### src/rtl/uart_tx_fifo.sv
// rtl/uart_tx_fifo.sv - 8N1 UART transmitter with a small byte FIFO in front
//
// Purpose:
//   Producers push reply/status bytes through a valid/ready handshake into a
//   FIFO_DEPTH-entry FIFO. A four-state framer (IDLE, START, DATA, STOP) pops
//   bytes and serializes them LSB first as 1 start bit, 8 data bits, 1 stop
//   bit, each held CLKS_PER_BIT = CLK_FREQ/BAUD_RATE cycles. Queued bytes are
//   sent back to back with no idle gap between frames.
//
// Ports:
//   clk           in   1   system clock, rising edge
//   rst           in   1   synchronous reset, active-high
//   data_i        in   8   byte to transmit, sampled only on an accepted push
//   valid_i       in   1   data_i valid this cycle
//   ready_o       out  1   FIFO not full; push happens on valid_i && ready_o
//   uart_tx_o     out  1   serial line, idle high, registered
//   busy_o        out  1   frame on the line or bytes queued
//   fifo_level_o  out  L   queued bytes not yet started, L = $clog2(FIFO_DEPTH+1)

`timescale 1ns/1ps

module uart_tx_fifo #(
  parameter int CLK_FREQ   = 50_000_000,
  parameter int BAUD_RATE  = 115200,
  parameter int FIFO_DEPTH = 4
) (
  input  logic                              clk,
  input  logic                              rst,
  input  logic [7:0]                        data_i,
  input  logic                              valid_i,
  output logic                              ready_o,
  output logic                              uart_tx_o,
  output logic                              busy_o,
  output logic [$clog2(FIFO_DEPTH+1)-1:0]   fifo_level_o
);

  localparam int CLKS_PER_BIT = CLK_FREQ / BAUD_RATE;
  localparam int CW = (CLKS_PER_BIT > 1) ? $clog2(CLKS_PER_BIT) : 1;
  localparam int AW = $clog2(FIFO_DEPTH);
  localparam int LW = $clog2(FIFO_DEPTH + 1);
  localparam logic [CW-1:0] BAUD_LAST  = CW'(CLKS_PER_BIT - 1);
  localparam logic [LW-1:0] LEVEL_FULL = LW'(FIFO_DEPTH);

  typedef enum logic [1:0] {
    IDLE,
    START,
    DATA,
    STOP
  } state_t;

  state_t          state;
  logic [7:0]      mem [FIFO_DEPTH];
  logic [AW-1:0]   wr_ptr;
  logic [AW-1:0]   rd_ptr;
  logic [LW-1:0]   level;
  logic [CW-1:0]   baud_cnt;
  logic [2:0]      bit_idx;
  logic [7:0]      shift;

  logic            push;
  logic            pop;
  logic            baud_end;
  logic            fifo_nonempty;

  assign fifo_nonempty = (level != '0);
  assign baud_end      = (baud_cnt == BAUD_LAST);

  // Full means not ready even if the framer pops this cycle: no pass-through.
  assign ready_o = (level != LEVEL_FULL);
  assign push    = valid_i && ready_o;

  // The framer takes a byte either from idle or at the last cycle of a stop
  // bit, which is what makes consecutive frames seamless.
  assign pop = fifo_nonempty &&
               ((state == IDLE) || ((state == STOP) && baud_end));

  assign fifo_level_o = level;
  assign busy_o       = (state != IDLE) || fifo_nonempty;

  // Storage is not reset; only the pointers and level define what is valid.
  always_ff @(posedge clk) begin
    if (push) begin
      mem[wr_ptr] <= data_i;
    end
  end

  // Pointers wrap naturally because FIFO_DEPTH is a power of two.
  always_ff @(posedge clk) begin
    if (rst) begin
      wr_ptr <= '0;
      rd_ptr <= '0;
      level  <= '0;
    end else begin
      if (push) begin
        wr_ptr <= wr_ptr + AW'(1);
      end
      if (pop) begin
        rd_ptr <= rd_ptr + AW'(1);
      end
      if (push && !pop) begin
        level <= level + LW'(1);
      end else if (!push && pop) begin
        level <= level - LW'(1);
      end
    end
  end

  always_ff @(posedge clk) begin
    if (rst) begin
      state     <= IDLE;
      uart_tx_o <= 1'b1;
      baud_cnt  <= '0;
      bit_idx   <= '0;
      shift     <= '0;
    end else begin
      case (state)
        IDLE: begin
          uart_tx_o <= 1'b1;
          baud_cnt  <= '0;
          if (pop) begin
            shift     <= mem[rd_ptr];
            uart_tx_o <= 1'b0;
            state     <= START;
          end
        end

        START: begin
          if (baud_end) begin
            baud_cnt  <= '0;
            uart_tx_o <= shift[0];
            bit_idx   <= '0;
            state     <= DATA;
          end else begin
            baud_cnt <= baud_cnt + CW'(1);
          end
        end

        DATA: begin
          if (baud_end) begin
            baud_cnt <= '0;
            if (bit_idx == 3'd7) begin
              uart_tx_o <= 1'b1;
              state     <= STOP;
            end else begin
              // shift[1] becomes the new LSB, so drive it now.
              shift     <= {1'b0, shift[7:1]};
              uart_tx_o <= shift[1];
              bit_idx   <= bit_idx + 3'd1;
            end
          end else begin
            baud_cnt <= baud_cnt + CW'(1);
          end
        end

        STOP: begin
          if (baud_end) begin
            baud_cnt <= '0;
            if (pop) begin
              shift     <= mem[rd_ptr];
              uart_tx_o <= 1'b0;
              state     <= START;
            end else begin
              uart_tx_o <= 1'b1;
              state     <= IDLE;
            end
          end else begin
            baud_cnt <= baud_cnt + CW'(1);
          end
        end

        default: begin
          uart_tx_o <= 1'b1;
          baud_cnt  <= '0;
          state     <= IDLE;
        end
      endcase
    end
  end

endmodule

### config.mk
export PLATFORM = sky130hd
export DESIGN_NAME = uart_tx_fifo
export DESIGN_NICKNAME = d
export VERILOG_FILES = /design/src/rtl/uart_tx_fifo.sv
export SDC_FILE = /design/constraint.sdc
export NUM_CORES = 1
export LEC_CHECK = 0
export CAP_MARGIN = 40
export CORE_MARGIN = 1
export CORE_UTILIZATION = 55
export DETAILED_ROUTE_END_ITERATION = 16
export DONT_BUFFER_PORTS = 1
export GPL_TIMING_DRIVEN = 0
export MAX_ROUTING_LAYER = met4
export PLACE_DENSITY_LB_ADDON = 0.08
export SETUP_SLACK_MARGIN = 0.05
export SKIP_LAST_GASP = 1
export SLEW_MARGIN = 20
export SYNTH_ARGS = -nofsm -noshare
export SYNTH_HDL_FRONTEND = slang
export SYNTH_SLANG_ARGS = --single-unit
### constraint.sdc
create_clock -name clk -period 5.85 [get_ports clk]
set_clock_uncertainty 0.05 [all_clocks]
set_input_delay 1.17 -clock clk [delete_from_list [all_inputs] [get_ports clk]]
set_output_delay 1.17 -clock clk [all_outputs]
set_load 0.02 [all_outputs]
==> insert_results.sql <==
INSERT INTO impl_metrics (metric_group, metric, value, unit) VALUES
('clock_tree', 'cts_repair_resize_count', '0', ''),
('grt', 'grt_start_max_net_pins', '13', ''),
('floorplan', 'rows', '25', ''),
('clock_tree', 'clk_pin_slew_worst_paths', '0.08', 'ns'),
('final_layout', 'final_net_count', '269', ''),
('sta', 'worstMarginPinSlew', '0.504', 'ns'),
('drt', 'detail_route.drc_violations', '0', ''),
('sta', 'rsz0062_at_grt', 'no', ''),
('place', 'finalWeightedCongestion', '0.756', ''),
('run', 'maxCapViolations', '0', ''),
('critical_path', 'cp.required', '6.07', 'ns'),
('clock_tree', 'cts_bufs_inserted', '9', ''),
('yosys', 'synthTopCellsByArea', 'sky130_fd_sc_hd__edfxtp_1 (34%), sky130_fd_sc_hd__dfxtp_1 (22%), sky130_fd_sc_hd__ha_1 (6.5%)', ''),
('floorplan', 'chip_height', '74.2', 'um'),
('power', 'cellPowerDensity', '464', 'nW/um^2'),
('place', 'count_of_buffers_inserted_at_the_top_level_ports', '0', ''),
('drt', 'count_of_antenna_violating_nets_left_after_detailed_routing', '0', ''),
('sta', 'max_clock_freq', '0.364', 'GHz'),
('worst_hold_path', 'hold_path_startpoint', 'shift[5]$_SDFFE_PP0P_', ''),
('floorplan', 'ios', '17', ''),
('yosys', 'syn_area_per_cell', '12.4', 'um^2'),
('sta', 'slew_headroom', '66.4', '%'),
('yosys', 'synth-main-ff-cell', 'sky130_fd_sc_hd__edfxtp_1', ''),
('yosys', 'asyncSetResetFlopFracSynth', '0', '%'),
('yosys', 'yosys.cell_types.count', '39', ''),
('grt', 'antenna_violations_before_repair', '0', ''),
('clock_tree', 'clock_sink_count', '64', ''),
('critical_path', 'r2r.worst_path.cells', '10', ''),
('worst_hold_path', 'min_path_cells', '2', ''),
('final_layout', 'multi_input_comb_area', '1190', 'um^2'),
('critical_path', 'worst_setup_path_startpoint', 'fifo_level_o[0]$_SDFFE_PP0P_', ''),
('yosys', 'yosys_warnings', '0', ''),
('yosys', 'yosys.area.top_type_share', '33.5', '%'),
('sta', 'drv_slew', '0', ''),
('floorplan', 'die_area', '5500', 'um^2'),
('clock_tree', 'clock-root-buffer', 'sky130_fd_sc_hd__clkbuf_8', ''),
('drt', 'drt_pre_antenna_iters', '5', ''),
('clock_tree', 'clock_insertion_delay_worst_skew', '0.34', 'ns'),
('clock_tree', 'cts_max_path_buffers', '2', ''),
('worst_hold_path', 'min-delay-path-class', 'reg2reg', ''),
('worst_hold_path', 'min_to', 'shift[5]$_SDFFE_PP0P_', ''),
('clock_tree', 'cts-htree-levels', '3', ''),
('status', 'outcome', 'complete, no violations', ''),
('sta', 'finalSetupTns', '0', 'ns'),
('drt', 'wl', '4950', 'um'),
('final_layout', 'final-seq-area', '1600', 'um^2'),
('grt', 'grt_first_pass_wirelength', '7760', 'um'),
('floorplan', 'core', '4880', 'um^2'),
('sta', 'report.final.hold_viol_count', '0', ''),
('critical_path', 'worst_path_class_setup', 'reg2reg', ''),
('final_layout', 'area_grow_syn2layout', '9.78', '%'),
('drt', 'vias', '1764', ''),
('critical_path', 'critical_path_peak_fanout', '7', ''),
('clock_tree', 'cts_hold_repair.buffers', '0', ''),
('power', 'finalPower', '1460', 'uW'),
('yosys', 'netlist_area_before_placement', '2870', 'um^2'),
('critical_path', 'crit_path_end_kind', 'flip-flop', ''),
('drt', 'first_drt_iteration_drcs', '80', ''),
('grt', 'grt_usage', '20.8', '%'),
('critical_path', 'reg2reg_to', 'fifo_level_o[2]$_SDFFE_PP0P_', ''),
('critical_path', 'r2r_start', 'fifo_level_o[0]$_SDFFE_PP0P_', ''),
('sta', 'final.hold.worst_slack', '0.431', 'ns'),
('grt', 'number_of_global_route_vias_before_repair', '1666', ''),
('final_layout', 'layout.core_utilization', '64.5', '%'),
('yosys', 'synth_sequential_area_ratio', '55.9', '%'),
('critical_path', 'worst-endpoint-arrival', '2.97', 'ns'),
('sta', 'layout_worst_path_cycle_share', '46.9', '%'),
('clock_tree', 'tritoncts', 'yes', ''),
('critical_path', 'critPathLaunchType', 'flip-flop', ''),
('sta', 'final-setup-viol-count', '0', ''),
('floorplan', 'die_width', '74.2', 'um');
## placed cells by master (no fill, tap or decap), types with 2 or more instances in the layout
master                       Yosys  final
sky130_fd_sc_hd__dfxtp_1        32     32
sky130_fd_sc_hd__clkinvlp_4      0      2
sky130_fd_sc_hd__nor2b_1         2      2
sky130_fd_sc_hd__nand3_1         6      6
sky130_fd_sc_hd__nand2_1         9      9
sky130_fd_sc_hd__clkbuf_1        5      5
sky130_fd_sc_hd__edfxtp_1       32     32
sky130_fd_sc_hd__clkinv_2        0      2
sky130_fd_sc_hd__and3_1          5      5
sky130_fd_sc_hd__clkinv_4        0      2
sky130_fd_sc_hd__xnor2_1         6      6
sky130_fd_sc_hd__inv_1           8      8
sky130_fd_sc_hd__o21ai_0        14     14
sky130_fd_sc_hd__nor3_1          3      3
sky130_fd_sc_hd__buf_2           2      2
sky130_fd_sc_hd__or3_1           9      9
sky130_fd_sc_hd__mux2i_1        10     10
sky130_fd_sc_hd__xor2_1          6      6
sky130_fd_sc_hd__nor2_1         21     21
sky130_fd_sc_hd__mux4_2          8      8
sky130_fd_sc_hd__mux2_2          2      2
sky130_fd_sc_hd__clkbuf_8        0      9
sky130_fd_sc_hd__a21oi_1        16     16
sky130_fd_sc_hd__ha_1           15     15
sky130_fd_sc_hd__nand2b_1        2      2
## worst max path at each step
stage / depth (start not counted) / to
final: 10 / fifo_level_o[2]$_SDFFE_PP0P_
after detailed placement: 8 / fifo_level_o[2]$_SDFFE_PP0P_
after CTS: 10 / fifo_level_o[2]$_SDFFE_PP0P_
after global placement: 8 / fifo_level_o[2]$_SDFFE_PP0P_
after global routing: 10 / fifo_level_o[2]$_SDFFE_PP0P_
after floorplan: 8 / fifo_level_o[2]$_SDFFE_PP0P_
## state kept, by name, summed over array words and instances (netlist names), named ones only
register,flops
uart_tx_o,1
state,2
bit_idx,3
baud_cnt,9
rd_ptr,2
shift,8
fifo_level_o,3
wr_ptr,2
mem,32
## layout make-up
cell class              instances  share of cell area [%]
clock inverters                 7                    2.31
well taps                      67                    2.66
clock buffers                   9                    3.94
flip-flops and latches         64                    50.9
plain buffers                   9                    1.51
multi-input cells             150                    37.7
inverters                       8                   0.954
## layer usage
layer | up-vias | GRT usage [%] | routed length (um) | part of all wire [%]
met2 | 29 | 32.0 | 2510 | 51
li1 | 865 | - | - | -
met4 | 0 | 10.9 | 82 | 1.7
met5 | - | - | 0 | 0
met1 | 859 | 25.5 | 2210 | 45
met3 | 11 | 4.88 | 146 | 2.9
## report_power, final
part           switching (uW)  internal [uW]  leakage [uW]  total [uW]
clock                     179            196     0.0000952         375
sequential               61.4            549      0.000555         611
combinational             264            210      0.000454         473
## critical path, cell delays in order, from the launching register on
cell and delay (ns):
sky130_fd_sc_hd__dfxtp_1 0.60, sky130_fd_sc_hd__nor2_1 0.10, sky130_fd_sc_hd__nand2_1 0.30, sky130_fd_sc_hd__and2_1 0.18, sky130_fd_sc_hd__clkbuf_1 0.20, sky130_fd_sc_hd__ha_1 0.21, sky130_fd_sc_hd__inv_1 0.06, sky130_fd_sc_hd__fa_1 0.37
sky130_fd_sc_hd__xor2_1 0.17, sky130_fd_sc_hd__or3_1 0.30, sky130_fd_sc_hd__a21oi_1 0.14
## cells by family (layout without fill, tap and decap cells)
logic type,after synthesis,after routing,share of synthesized area (%)
and+or+nand+nor,67,67,13.1
DFF,64,64,55.9
AOI/OAI and AO/OA,35,35,6.81
muxes,20,20,10.6
buffers and inverters,17,33,2.71
adders and majority gates,16,16,7.25
xor gates and xnor gates,12,12,3.67
## per-stage QoR
stage	cell area [um^2]	setup slack (ns)
floorplan	2870	3.11
global placement	2950	3.03
detailed placement	2950	3.00
CTS	3150	3.10
global route	3150	2.91
finish	3150	3.10
Note: power is estimated with default switching activity, not from simulation.
